$ cat src/rtl/tt_uart_pkg.sv
// Shared types and constants for the tt_um_uart_tx tile: FSM encoding,
// frame geometry and the fixed uio direction mask.
package tt_uart_pkg;

  typedef enum logic [1:0] {
    IDLE  = 2'd0,
    START = 2'd1,
    DATA  = 2'd2,
    STOP  = 2'd3
  } state_t;

  localparam int UART_DATA_BITS = 8;

  // uio[1] carries busy and uio[2] carries the tx line; every other uio pin is an input.
  localparam logic [7:0] UIO_OE_MASK = 8'b0000_0110;

  // Baud counter width, never below one bit so the counter always exists.
  function automatic int baud_width(input int clks_per_bit);
    return (clks_per_bit > 1) ? $clog2(clks_per_bit) : 1;
  endfunction

endpackage

$ cat src/rtl/uart_tx_core.sv
// 8N1 UART transmitter core: FSM, baud/bit counters and shift register.
// All outputs are registered from the next-state values, so tx changes on the same edge as the state.
module uart_tx_core
  import tt_uart_pkg::*;
#(
  parameter int CLKS_PER_BIT = 87
) (
  input  logic                      clk,
  input  logic                      rst_n,
  input  logic                      start,
  input  logic [UART_DATA_BITS-1:0] data,
  output logic                      tx,
  output logic                      busy,
  output logic                      done,
  output state_t                    state_dbg
);

  localparam int                BAUD_W    = baud_width(CLKS_PER_BIT);
  localparam logic [BAUD_W-1:0] BAUD_LAST = BAUD_W'(CLKS_PER_BIT - 1);
  localparam logic [2:0]        BIT_LAST  = 3'(UART_DATA_BITS - 1);

  state_t                    state_q, state_d;
  logic [BAUD_W-1:0]         baud_q, baud_d;
  logic [2:0]                bit_q, bit_d;
  logic [UART_DATA_BITS-1:0] shreg_q, shreg_d;
  logic                      tx_q, tx_d;
  logic                      busy_q, busy_d;
  logic                      done_q, done_d;
  logic                      baud_wrap;

  always_ff @(posedge clk or negedge rst_n) begin
    if (!rst_n) begin
      state_q <= IDLE;
      baud_q  <= '0;
      bit_q   <= '0;
      shreg_q <= '0;
      tx_q    <= 1'b1;
      busy_q  <= 1'b0;
      done_q  <= 1'b0;
    end else begin
      state_q <= state_d;
      baud_q  <= baud_d;
      bit_q   <= bit_d;
      shreg_q <= shreg_d;
      tx_q    <= tx_d;
      busy_q  <= busy_d;
      done_q  <= done_d;
    end
  end

  assign baud_wrap = (baud_q == BAUD_LAST);

  always_comb begin
    state_d = state_q;
    baud_d  = baud_q;
    bit_d   = bit_q;
    shreg_d = shreg_q;

    unique case (state_q)
      IDLE: begin
        // Start requests are only honoured here, so edges while busy are dropped.
        if (start) begin
          shreg_d = data;
          bit_d   = '0;
          baud_d  = '0;
          state_d = START;
        end
      end
      START: begin
        if (baud_wrap) begin
          baud_d  = '0;
          state_d = DATA;
        end else begin
          baud_d = baud_q + 1'b1;
        end
      end
      DATA: begin
        if (baud_wrap) begin
          baud_d  = '0;
          shreg_d = {1'b0, shreg_q[UART_DATA_BITS-1:1]};
          bit_d   = bit_q + 3'd1;
          if (bit_q == BIT_LAST) begin
            state_d = STOP;
          end
        end else begin
          baud_d = baud_q + 1'b1;
        end
      end
      STOP: begin
        if (baud_wrap) begin
          baud_d  = '0;
          state_d = IDLE;
        end else begin
          baud_d = baud_q + 1'b1;
        end
      end
      default: begin
        state_d = IDLE;
      end
    endcase
  end

  // Output values follow the state being entered so they land on the same edge.
  always_comb begin
    tx_d = 1'b1;
    unique case (state_d)
      START:   tx_d = 1'b0;
      DATA:    tx_d = shreg_d[0];
      default: tx_d = 1'b1;
    endcase
    busy_d = (state_d != IDLE);
    done_d = (state_q == STOP) && (state_d == IDLE);
  end

  assign tx        = tx_q;
  assign busy      = busy_q;
  assign done      = done_q;
  assign state_dbg = state_q;

endmodule

$ cat src/rtl/tt_um_uart_tx.sv
// TinyTapeout tile wrapper: synchronises the send strobe, detects its rising
// edge and maps the transmitter core onto the standard tile pins.
module tt_um_uart_tx
  import tt_uart_pkg::*;
#(
  parameter int CLKS_PER_BIT = 87
) (
  input  logic       clk,
  input  logic       rst_n,
  input  logic [7:0] ui_in,
  output logic [7:0] uo_out,
  input  logic [7:0] uio_in,
  output logic [7:0] uio_out,
  output logic [7:0] uio_oe,
  input  logic       ena
);

  logic   s1_q, s2_q, s3_q;
  logic   send_edge;
  logic   tx, busy, done;
  state_t core_state;
  logic   unused_ok;

  // s1/s2 resolve metastability on the asynchronous strobe; s3 holds the previous level.
  always_ff @(posedge clk or negedge rst_n) begin
    if (!rst_n) begin
      s1_q <= 1'b0;
      s2_q <= 1'b0;
      s3_q <= 1'b0;
    end else begin
      s1_q <= uio_in[0];
      s2_q <= s1_q;
      s3_q <= s2_q;
    end
  end

  assign send_edge = s2_q & ~s3_q;

  uart_tx_core #(
    .CLKS_PER_BIT (CLKS_PER_BIT)
  ) u_core (
    .clk       (clk),
    .rst_n     (rst_n),
    .start     (send_edge),
    .data      (ui_in),
    .tx        (tx),
    .busy      (busy),
    .done      (done),
    .state_dbg (core_state)
  );

  assign uo_out  = {5'b0, done, busy, tx};
  assign uio_out = {5'b0, tx, busy, 1'b0};
  assign uio_oe  = UIO_OE_MASK;

  assign unused_ok = &{1'b0, ena, uio_in[7:1], core_state};

endmodule
$ cat config.mk
export PLATFORM = sky130hd
export DESIGN_NAME = tt_um_uart_tx
export DESIGN_NICKNAME = d
export VERILOG_FILES = /design/src/rtl/tt_uart_pkg.sv /design/src/rtl/uart_tx_core.sv /design/src/rtl/tt_um_uart_tx.sv
export SDC_FILE = /design/constraint.sdc
export NUM_CORES = 1
export LEC_CHECK = 0
export CAP_MARGIN = 20
export CORE_ASPECT_RATIO = 0.7
export CORE_MARGIN = 3
export CORE_UTILIZATION = 52
export CTS_BUF_LIST = sky130_fd_sc_hd__clkbuf_4
export DETAILED_ROUTE_END_ITERATION = 8
export GPL_TIMING_DRIVEN = 0
export PLACE_DENSITY = 0.87
export SYNTH_ARGS = -nofsm -noshare
export SYNTH_HDL_FRONTEND = slang
export SYNTH_HIERARCHICAL = 1
export SYNTH_SLANG_ARGS = --single-unit
$ cat constraint.sdc
create_clock -name clk -period 4.6 [get_ports clk]
set_input_delay 0.92 -clock clk [delete_from_list [all_inputs] [get_ports clk]]
set_output_delay 0.92 -clock clk [all_outputs]
set_load 0.02 [all_outputs]
# --- After elaboration in Yosys (flattened, before gate mapping) ---
# Index checks and enable logic that the tools add are counted.
op_classes:
  reduce_logical: 7
  bitwise: 2
  n_addsub: 2
  eq_ne: 9
  n_mux: 16
ops:
  columns: ["operator", "n"]
  rows:
  - ["$mux W8", 2]
  - ["$pmux W8 S2", 1]
  - ["$mux W7", 2]
  - ["$pmux W7 S2", 1]
  - ["$mux W2", 5]
  - ["$pmux W2 S4", 1]
  - ["$add A7 B1 Y7 const B", 1]
  - ["$eq A7 B7 Y1 const B", 1]
  - ["$eq A2 B2 Y1 const B", 3]
  - ["$mux W3", 2]
  - ["$pmux W3 S2", 1]
  - ["$eq A2 B1 Y1 const B", 2]
  - ["$logic_not A2 Y1", 2]
  - ["$reduce_bool A2 Y1", 2]
  - ["$add A3 B1 Y3 const B", 1]
  - ["$eq A3 B3 Y1 const B", 1]
  - ["$reduce_and A3 Y1", 1]
  - ["$reduce_or A3 Y1", 1]
  - ["$ne A2 B1 Y1 const B", 1]
  - ["$ne A2 B2 Y1 const B", 1]
  - ["$pmux W1 S2", 1]
  - ["$and A1 B1 Y1", 1]
  - ["$logic_and A1 B1 Y1", 1]
  - ["$not A1 Y1", 1]
word_totals:
  out_inout_bits: 24
  register_bits: 26
  input_bits: 19
  elab_cells: 47

# --- Depth between registers and ports, before layout ---
# Gate-level depths: netlist of run 1.
depth:
  word_depth: 6
  depth_mapped: 8
  mapped_depth_nobuf: 6

# --- Hierarchy ---
# The synthesis of run 1 kept the hierarchy.
modules_own_cells:
  columns: ["module", "instances", "cells_each", "area_each_um2", "seq_area_each_um2"]
  rows:
  - ["uart_tx_core", 1, 114, 1156.1, 576.8]
  - ["tt_um_uart_tx", 1, 30, 276.5, 75.1]

# --- Worst setup path after synthesis of run 1 ---
# No wires, ideal clock.
synth_path:
  kind: "reg2reg"
  from: "reg u_core.baud_q[0]"
  to: "reg u_core.tx_q (netlist: u_core/tx)"
  arrival_ps: 1638
  stages_incl_launch_ff: 8
  path_slack_ps: 2879
  required_time_ps: 4517
  n_path_buf: 1
  period_less_slack_ps: 1721
  setup_ps: 83
  cell_sequence: "dfrtp_1 inv_1 ha_1 and4b_1 buf_2 nand3b_1 mux2_2 a221o_1"
synth_between:
  elab_chain_len: 5
  word_cells_on_any_way: 10
  classes_between: "eq/ne: 3; mux: 7"
synth_rtl:
  columns: ["item", "line_no", "rtl"]
  rows:
  - ["start: declaration", "uart_tx_core.sv:23", "logic [BAUD_W-1:0] baud_q, baud_d;"]
  - ["start signal: assignment", "uart_tx_core.sv:42", "baud_q <= baud_d;"]
  - ["$eq A7 B7 Y1 *", "uart_tx_core.sv:51", "assign baud_wrap = (baud_q == BAUD_LAST);"]
  - ["$mux W2 (on tied branches)", "uart_tx_core.sv:90, uart_tx_core.sv:78, uart_tx_core.sv:70", null]
  - ["$pmux W2 S4", "uart_tx_core.sv:59", "unique case (state_q)"]
  - ["$eq A2 B2 Y1 or $eq A2 B1 Y1 (tied branches)", "uart_tx_core.sv:106", "unique case (state_d)"]
  - ["$pmux W1 S2 *", "uart_tx_core.sv:106", null]
  - ["named net u_core.tx_d", "uart_tx_core.sv:26", "logic tx_q, tx_d;"]
  - ["end signal: assignment", "uart_tx_core.sv:45", "tx_q <= tx_d;"]
  - ["end: declaration", "uart_tx_core.sv:26", null]
# Mark *: on every way through the listed nets, which the timed path passes. The rest lies on a longest branch. The select of a mux whose other input is x is not followed.
# A chain may end at the register's enable or synchronous reset.

# --- Final worst setup path of run 1 ---
layout_path:
  from: "reg u_core.tx_q (netlist: u_core/tx)"
  to: "out uo_out[0]"
layout_rtl:
  columns: ["item", "line_no", "rtl"]
  rows:
  - ["end: declaration", "tt_um_uart_tx.sv:11", "output logic [7:0] uo_out,"]
# No word-level cell between the ends.

==> metrics.cfg, run 1 <==
[pwr]
p_comb_frac=0.238
powerDensity_mw_per_mm2=341
p_leak_nw=0.861
power_mw=0.603
swShare=0.289
switching_power_mw=0.174
seqPwrFrac=0.509
intPower_mw=0.429
peakVddDrop_mv=0.194
power_frac_clock=0.253

[global_route]
top_usage_layer=met2
gr-usage-met1=0.220
grt_max_degree=17
grt_pass1_vias=1053
met3_usage=0.0547
grt_overflow=0
grt_antenna_before_repair=0
grt_pass1_wl_mm=4.62
gr-usage-met2=0.300
grt_usage=0.177

[critical_path]
cp_top_family=buffers and inverters
crit_start=u_core/tx
crit_path_start_kind=register
cp_slowest_cell=clkdlybuf4s50_1
critPathKind=reg -> out
path_cells=buf_4 -> clkdlybuf4s50_1
arrival_ns=1.54
crit_required_ns=3.68
cp-end-kind=primary output
cp_max_fo=2
reg2reg_from=u_core/baud_q[0]
max_stage_delay_ns=0.58
path_buf_inv=2

[clock_tree]
cts_resized=0
cts_buffer_depth=2
clkSinkCount=26
cts_made_buffers=3
cts_tree=done
post_cts_buffers=0
htree_levels=1
clk_latency_ns=0.32
cts_hold_buf=0
cts-root-buf=clkbuf_4
path_clk_slew_ns=0.14

[floorplanning]
start_util=0.565
die_height_um=49.9
io_pins=43
die_x_um=68.7
core_area_mm2=0.00253
rows=15
fp.dieArea_mm2=0.00343

[routing]
drt_wl_total_mm=2.71
drc=0
viasPerCell=5.03
wl_per_cell_um=12.6
dr.first_iter.drc_count=64
vias=1081
drtPass1Iterations=4
postRouteAntennaNets=0

[job]
maxCapViolations=0

[sta]
finalSetupViolCount=0
slew_viol_final=0
slew_headroom=0.454
rsz0062_at_grt=false
timing.fmax_ghz=0.407
finalCritPeriodShare=0.534
fin_ws_ns=2.14
min_period_ns=2.46
hold_viol_final=0
tns_ns=0
tightest_slew_ns=0.813
finalClockSkew_ns=0.00801

[yosys]
synthCells=144
synth_seq_area_share=0.455
synth_top_area_share=0.437
synth_area_leaders=dfrtp_1 (44%), buf_4 (13%), nand2_1 (6.3%), ha_1 (3.5%), o21ai_0 (3.5%)
synth-main-ff-cell=dfrtp_1
synth_cell_type_count=38
async_reset_ff_frac=1.00
synth_edf_count=0
synth.avg_cell_area_um2=9.95
ys_warn_count=6
yosys.area.top_type=dfrtp_1
syn-cell-area_mm2=0.00143
ys_ff_latch=26

[finish]
nets=205
n_fill_cell=181
areaGrowthSynthToFinish_pct=23.5
insertedDiodeCount=0
drive_gt1_frac=0.232

[place]
place.gp.congestion=0.748
io_buffers=15
dp_hpwl_mm=2.04
preCtsSetupSlack_ns=2.49

[run_status]
status=complete, no violations

[min_path]
hold_class=reg -> reg
hp-start=s1_q

## area by class of cell
class                           count  area (um^2)  share of cell area
Sequential cell                    26          652               0.368
Multi-Input combinational cell    105          629               0.356
Buffer                             28          208               0.117
Timing Repair Buffer               16          178               0.100
Tap cell                           34         42.5              0.0240
Clock inverter                      1         30.0              0.0170
Clock buffer                        3         22.5              0.0127
Inverter                            2         7.51             0.00424
## path summary, 6_finish.rpt
check	endpoint	slack [ns]	cells after the start
hold reg to reg	s2_q	0.37	0
setup / recovery	uo_out[0]	2.14	2
min in group asynchronous	u_core/baud_q[3]	0.96	1
hold / removal	s2_q	0.37	0
setup reg to reg	u_core/shreg_q[5]	2.64	8
max in group asynchronous	u_core/shreg_q[1]	3.17	2
## cell usage in the layout (no fill, tap or decap), types with 3 or more instances in the layout
master           count
buf_4               25
dfrtp_1             25
nand2_1             24
conb_1              19
clkdlybuf4s50_1     15
o21ai_0             10
a22oi_1              6
nor2_1               5
a21oi_1              4
ha_1                 4
clkbuf_4             3
and3_1               3
mux2_2               3
a211oi_1             3
## sequential cells by signal, indices dropped and copies added (netlist names)
name              cells
u_core/baud_q         7
u_core/tx             1
s2_q                  1
u_core/done           1
s1_q                  1
u_core/shreg_q        8
u_core/bit_q          3
u_core/busy           1
u_core/state_dbg      2
s3_q                  1
## worst register-to-register path: cells and delay by family (launching register included)
kind / cells / cell delay (ns)
buf+inv: 3 / 0.68
simple gates: 3 / 0.50
compound gates: 1 / 0.18
fa+ha+maj: 1 / 0.15
flops: 1 / 0.41
## metrics by stage
| step | instance area [um^2] | hold slack, ns | cells | utilization |
|---|---|---|---|---|
| 6_report | 1770 | 0.373 | 215 | 0.698 |
| 3_5_place_dp | 1720 | 0.341 | 211 | 0.678 |
| 2_1_floorplan | 1500 | 0.331 | 161 | - |
| 5_1_grt | 1770 | 0.385 | 215 | 0.698 |
| 3_3_place_gp | 1690 | 0.335 | 210 | 0.667 |
| 4_1_cts | 1770 | 0.373 | 215 | 0.698 |
## cells in the mapped netlist, types with 2 or more instances
master	number
a211oi_1	3
a21oi_1	4
a221o_1	2
a22oi_1	6
and3_1	3
buf_4	25
conb_1	2
dfrtp_1	25
ha_1	4
inv_1	2
mux2_2	3
nand2_1	24
nand3_1	2
nor2_1	5
nor2b_1	2
o21ai_0	10
## power groups by stage
stage,Combinational [mW],Sequential [mW],Clock (mW)
after floorplan,0.106,0.300,0
after global placement,0.133,0.307,0
after detailed placement,0.141,0.311,0
after CTS,0.142,0.306,0.157
after global routing,0.161,0.312,0.169
final,0.143,0.307,0.153
## cells by family after synthesis
group | Yosys count | synth area share
mux | 3 | 0.0236
compound gates | 31 | 0.148
flops | 26 | 0.455
xor+xnor | 1 | 0.00611
fa+ha+maj | 4 | 0.0349
simple gates | 47 | 0.176
buf+inv | 30 | 0.150
other cells | 2 | 0.00524
## per-layer routing
metal,part of all wire,routed length [um]
met1,0.43,1180
met2,0.50,1360
met3,0.064,174
met4,0,0
met5,0,0
Note: power is estimated with default switching activity, not from simulation.
==> run 2, diff against run 1 <==
--- a/config.mk
+++ b/config.mk
@@ -8,11 +8,11 @@
 export CAP_MARGIN = 20
 export CORE_ASPECT_RATIO = 0.7
 export CORE_MARGIN = 3
-export CORE_UTILIZATION = 52
+export CORE_UTILIZATION = 48
 export CTS_BUF_LIST = sky130_fd_sc_hd__clkbuf_4
 export DETAILED_ROUTE_END_ITERATION = 8
 export GPL_TIMING_DRIVEN = 0
-export PLACE_DENSITY = 0.87
+export PLACE_DENSITY = 0.81
 export SYNTH_ARGS = -nofsm -noshare
 export SYNTH_HDL_FRONTEND = slang
 export SYNTH_HIERARCHICAL = 1
==> constraint.sdc (replaced) <==
create_clock -name clk -period 2.3 [get_ports clk]
set_input_delay 0.46 -clock clk [delete_from_list [all_inputs] [get_ports clk]]
set_output_delay 0.46 -clock clk [all_outputs]
set_load 0.02 [all_outputs]
==> metrics.cfg, run 2 (synthesized netlist as in run 1, its figures left out) <==
[floorplanning]
die_height_um=51.7  ; +3.6%
die_x_um=71.3  ; +3.7%
fp.dieArea_mm2=0.00369  ; +7.5%
io_pins=43  ; unchanged
start_util=0.541  ; -0.0241
rows=15  ; unchanged
core_area_mm2=0.00265  ; +4.4%

[pwr]
p_comb_frac=0.258  ; +0.020
peakVddDrop_mv=0.338  ; +74%
powerDensity_mw_per_mm2=629  ; +85%
swShare=0.318  ; +0.0295
intPower_mw=0.742  ; +73%
p_leak_nw=0.843  ; -2.1%
seqPwrFrac=0.564  ; +0.055
power_mw=1.09  ; +81%
power_frac_clock=0.178  ; -0.075
switching_power_mw=0.346  ; +99%

[sta]
min_period_ns=2.00
slew_headroom=0.436  ; -0.0180
worst_hold_slack_ns=0.365  ; -0.00797 ns
hold_viol_final=0  ; unchanged
finalClockSkew_ns=0.00612  ; -0.00189 ns
fin_ws_ns=0.296  ; -1.85 ns
slew_viol_final=0  ; unchanged
rsz0062_at_grt=false
tns_ns=0  ; unchanged
timing.fmax_ghz=0.499
tightest_slew_ns=0.840  ; +0.0267 ns
finalSetupViolCount=0  ; unchanged
finalCritPeriodShare=0.871

[place]
dp_hpwl_mm=1.95  ; -4.2%
place.gp.congestion=0.731  ; -2.3%
dp.cells=211  ; unchanged
preCtsSetupSlack_ns=0.425  ; -2.07 ns
io_buffers=15  ; unchanged

[clock_tree]
cts_hold_buf=0  ; unchanged
cts-root-buf=clkbuf_4
path_clk_slew_ns=0.14  ; about the same
cts_made_buffers=3  ; unchanged
cts_resized=0  ; unchanged
post_cts_buffers=0  ; unchanged
clkSinkCount=26  ; unchanged
clk_latency_ns=0.32  ; about the same
cts_tree=done
htree_levels=1  ; unchanged
cts_buffer_depth=2  ; unchanged

[finish]
layout_common_cells=buf_4 (25), dfrtp_1 (25), nand2_1 (24), conb_1 (19), clkdlybuf4s50_1 (15)
drive_gt1_frac=0.227  ; -0.00552
largest_reg_flops=8  ; unchanged
insertedDiodeCount=0  ; unchanged
fin_cells=215  ; unchanged
regMostFlops=u_core/shreg_q
top_regs=u_core/shreg_q (8), u_core/baud_q (7), u_core/bit_q (3)
areaGrowthSynthToFinish_pct=20.8
nets=205  ; unchanged

[critical_path]
cp_max_fo=2  ; unchanged
crit_path_start_kind=register
critPathKind=reg -> out
max_stage_delay_ns=0.58  ; about the same
cp-end-kind=primary output
reg2reg_setup_slack_ns=0.39  ; -2.25 ns
path_cells=buf_4 -> clkdlybuf4s50_1
crit_required_ns=1.84  ; -1.84 ns
arrival_ns=1.54  ; about the same
cp_slowest_cell=clkdlybuf4s50_1

[global_route]
grt_usage=0.147  ; -0.0302
grt_max_degree=16  ; -1
grt_antenna_before_repair=0  ; unchanged
grt_pass1_vias=1009  ; -4.2%
grt_pass1_wl_mm=4.37  ; -5.4%
grt_overflow=0  ; unchanged

[min_path]
hold_class=reg -> reg

[routing]
postRouteAntennaNets=0  ; unchanged
vias=1061  ; -1.9%
wl_per_cell_um=11.5  ; -9.0%
drtPass1Iterations=4  ; unchanged
drt_wl_total_mm=2.47  ; -9.0%
drc=0  ; unchanged
dr.first_iter.drc_count=68  ; +6.3%
viasPerCell=4.93  ; -1.9%

[job]
maxCapViolations=0  ; unchanged

[run_status]
status=complete, no violations

==> run 2: layer usage <==
| layer | share of wire | up-vias | wire [um] | GRT usage |
|---|---|---|---|---|
| met5 | 0 | - | 0 | 0 |
| met4 | 0 | 0 | 0 | 0.00625 |
| met3 | 0.060 | 0 | 148 | 0.0483 |
| met2 | 0.48 | 33 | 1190 | 0.247 |
| met1 | 0.46 | 498 | 1130 | 0.195 |
| li1 | - | 530 | - | - |
==> run 2: power by group through the flow <==
stage                     logic (mW)  clock network [mW]  registers [mW]
after floorplan                0.212                   0           0.600
after global placement         0.267                   0           0.614
after detailed placement       0.282                   0           0.619
after CTS                      0.282               0.200           0.611
after global routing           0.316               0.215           0.626
final                          0.281               0.194           0.614
==> run 2: worst max-delay path, delay by kind of cell, from the launching register on <==
family	cells	cell delay (ns)
buffers and inverters	2	0.67
DFF	1	0.55
==> run 2: path summary, 6_finish.rpt <==
kind | endpoint | cells past startpoint | start
setup reg to reg | u_core/shreg_q[3] | 8 | u_core/baud_q[0]
setup / recovery | uo_out[0] | 2 | u_core/tx
max in group asynchronous | u_core/shreg_q[5] | 2 | rst_n
min in group asynchronous | u_core/baud_q[3] | 1 | rst_n
hold / removal | s2_q | 0 | s1_q
hold reg to reg | s2_q | 0 | s1_q
==> run 2: cell type report <==
| type | instances | area (um^2) |
|---|---|---|
| clock inverters | 1 | 3.75 |
| multi-input cells | 105 | 629 |
| fillers | 209 | 916 |
| clock buffers | 3 | 22.5 |
| inverters | 2 | 7.51 |
| well taps | 34 | 42.5 |
| repair buffers | 16 | 165 |
| flip-flops and latches | 26 | 652 |
| plain buffers | 28 | 208 |
==> run 2: metrics by stage <==
stage	utilization	instance area (um^2)
after CTS	0.654	1730
after floorplan	-	1500
after global placement	0.638	1690
after global routing	0.654	1730
after detailed placement	0.644	1700
final	0.654	1730
==> run 3, diff against run 2 <==
--- a/config.mk
+++ b/config.mk
@@ -5,14 +5,13 @@
 export SDC_FILE = /design/constraint.sdc
 export NUM_CORES = 1
 export LEC_CHECK = 0
+export ABC_AREA = 1
 export CAP_MARGIN = 20
 export CORE_ASPECT_RATIO = 0.7
 export CORE_MARGIN = 3
-export CORE_UTILIZATION = 48
-export CTS_BUF_LIST = sky130_fd_sc_hd__clkbuf_4
+export CORE_UTILIZATION = 46
 export DETAILED_ROUTE_END_ITERATION = 8
-export GPL_TIMING_DRIVEN = 0
-export PLACE_DENSITY = 0.81
+export PLACE_DENSITY = 0.79
 export SYNTH_ARGS = -nofsm -noshare
 export SYNTH_HDL_FRONTEND = slang
 export SYNTH_HIERARCHICAL = 1
==> metrics.cfg, run 3 <==
[floorplanning]
rows=16  ; +1
start_util=0.493  ; -0.0489
die_x_um=71.9  ; +0.90%
fp.dieArea_mm2=0.00375  ; +1.8%
io_pins=43  ; unchanged
die_height_um=52.2  ; +0.87%
core_area_mm2=0.00284  ; +7.4%

[pwr]
powerDensity_mw_per_mm2=888  ; +41%
intPower_mw=0.867  ; +17%
swShare=0.363  ; +0.0445
p_comb_frac=0.315  ; +0.057
switching_power_mw=0.493  ; +42%
power_frac_clock=0.189  ; +0.011
seqPwrFrac=0.496  ; -0.068
p_leak_nw=0.732  ; -13%
peakVddDrop_mv=0.404  ; +20%

[clock_tree]
path_clk_slew_ns=0.08  ; -0.06 ns
cts_tree=done
cts_resized=0  ; unchanged
post_cts_buffers=0  ; unchanged
htree_levels=1  ; unchanged
clk_latency_ns=0.27  ; -0.05 ns
cts_made_buffers=3  ; unchanged
clkSinkCount=26  ; unchanged
cts_buffer_depth=2  ; unchanged
cts_hold_buf=0  ; unchanged
cts-root-buf=clkbuf_8

[sta]
hold_viol_final=0  ; unchanged
slew_viol_final=0  ; unchanged
worst_hold_slack_ns=0.363  ; -0.00244 ns
finalSetupViolCount=0  ; unchanged
tns_ns=0  ; unchanged
min_period_ns=1.86  ; -0.148 ns
finalClockSkew_ns=0.00204  ; -0.00408 ns
timing.fmax_ghz=0.539  ; +8.0%
finalCritPeriodShare=0.807  ; -0.0643
rsz0062_at_grt=false

[critical_path]
reg2reg_from=u_core/baud_q[0]
crit_start=u_core/tx
crit_path_start_kind=register
max_stage_delay_ns=0.60  ; +0.02 ns
cp_slowest_cell=clkdlybuf4s50_1
critPathKind=reg -> out
reg2reg_setup_slack_ns=0.80  ; +0.41 ns
critPathCapture=uo_out[0]
cp-end-kind=primary output
arrival_ns=1.40  ; -0.14 ns
path_cells=clkdlybuf4s50_1
reg2reg_to=u_core/shreg_q[5]
reg2regPathDepth=9  ; +1
path_buf_inv=1  ; -1
cp_max_fo=2  ; unchanged
cp_top_family=buffers and inverters
crit_required_ns=1.84  ; about the same
cp_num_cells=1  ; -1

[finish]
insertedDiodeCount=0  ; unchanged
final_common_cell=nand2_1
regMostFlops=u_core/shreg_q
drive_gt1_frac=0.123  ; -0.104
top_regs=u_core/shreg_q (8), u_core/baud_q (7), u_core/bit_q (3)
layout_common_cells=nand2_1 (43), dfrtp_1 (25), conb_1 (19), nand3_1 (16), clkdlybuf4s50_1 (15)
areaGrowthSynthToFinish_pct=9.38
nets=195  ; -4.9%
largest_reg_flops=8  ; unchanged

[place]
place.gp.congestion=0.864  ; +18%
io_buffers=15  ; unchanged
dp_hpwl_mm=1.86  ; -4.5%

[yosys]
synth_area_leaders=dfrtp_1 (45%), buf_4 (13%), nand2_1 (12%), nand3_1 (5.7%), ha_1 (3.6%)
ys_ff_latch=26  ; unchanged
synth_top_area_share=0.447  ; +0.0101
synthCells=158  ; +9.7%
ys_warn_count=6  ; unchanged
yosys.area.top_type=dfrtp_1
yosysMostFrequentCell=nand2_1
synth_common_cells=nand2_1 (43), dfrtp_1 (25), buf_4 (24)
synth_edf_count=0  ; unchanged
synth-main-ff-cell=dfrtp_1
synth.avg_cell_area_um2=8.86  ; -11%
synth_seq_area_share=0.466  ; +0.0106
syn-cell-area_mm2=0.00140  ; -2.3%
synth_cell_type_count=21  ; -45%
async_reset_ff_frac=1.00  ; unchanged

[run_status]
status=complete, no violations

[global_route]
grt_pass1_wl_mm=4.00  ; -8.7%
grt_pass1_vias=893  ; -11%
grt_usage=0.140  ; -0.00684
grt_overflow=0  ; unchanged
grt_antenna_before_repair=0  ; unchanged
grt_max_degree=18  ; +2

[routing]
drt_wl_total_mm=2.33  ; -5.8%
vias=973  ; -8.3%
viasPerCell=4.70  ; -4.7%
drc=0  ; unchanged
drtPass1Iterations=6  ; +2
dr.first_iter.drc_count=70  ; +2.9%
postRouteAntennaNets=0  ; unchanged
wl_per_cell_um=11.2  ; -2.2%

[min_path]
hp-start=s1_q
hold_class=reg -> reg

[job]
maxCapViolations=0  ; unchanged

-- run 3: cell count changes in the layout (fill, tap and decap cells not counted), sizes merged, moves of 4 or more --
| cell | before | now |
|---|---|---|
| and3 | 4 | 0 |
| a22oi | 6 | 0 |
| inv | 2 | 12 |
| a21oi | 5 | 0 |
| nand3 | 2 | 19 |
| nand2 | 24 | 47 |
| o21ai | 10 | 6 |
| buf | 28 | 1 |
-- run 3: how the worst min path moves through the flow --
stage | to | cells past startpoint
global placement | s2_q | 0
floorplan | s1_q | 0
finish | s2_q | 0
global route | s2_q | 0
CTS | s2_q | 0
detailed placement | s2_q | 0
-- run 3: power groups by stage --
| stage | registers (mW) | clock network, mW | logic [mW] |
|---|---|---|---|
| 2_1_floorplan | 0.659 | 0 | 0.362 |
| 3_3_place_gp | 0.673 | 0 | 0.406 |
| 3_5_place_dp | 0.684 | 0 | 0.426 |
| 4_1_cts | 0.675 | 0.274 | 0.429 |
| 5_1_grt | 0.689 | 0.291 | 0.489 |
| 6_report | 0.674 | 0.258 | 0.428 |
-- run 3: logic make-up after synthesis --
kind of cell | share of synthesized area
other cells | 0.00536
fa+ha+maj | 0.0357
buf+inv | 0.161
xor+xnor | 0.0313
simple gates | 0.271
flops | 0.466
compound gates | 0.0304
-- run 3: area by class of cell --
type,instances,area (um^2)
Clock buffer,4,45.0
Timing Repair Buffer,16,158
Sequential cell,26,652
Fill cell,253,1310
Multi-Input combinational cell,113,587
Inverter,12,45.0
Tap cell,36,45.0
-- run 3: layer usage --
metal | routed length, um | vias to the layer above | share of wire | track usage
li1 | - | 487 | - | -
met1 | 1110 | 443 | 0.48 | 0.191
met2 | 1050 | 41 | 0.45 | 0.213
met3 | 153 | 2 | 0.066 | 0.0367
met4 | 13 | 0 | 0.0056 | 0.0531
met5 | 0 | - | 0 | 0
-- run 3: metrics by stage --
| step | setup WS, ns | cell area [um^2] | utilization | total power, mW | instances |
|---|---|---|---|---|---|
| 6_report | 0.444 | 1530 | 0.539 | 1.36 | 207 |
| 2_1_floorplan | 0.988 | 1460 | - | 1.02 | 175 |
| 4_1_cts | 0.418 | 1530 | 0.539 | 1.38 | 207 |
| 3_5_place_dp | 0.728 | 1490 | 0.523 | 1.11 | 203 |
| 3_3_place_gp | 0.741 | 1490 | 0.523 | 1.08 | 203 |
| 5_1_grt | 0.400 | 1530 | 0.539 | 1.47 | 207 |
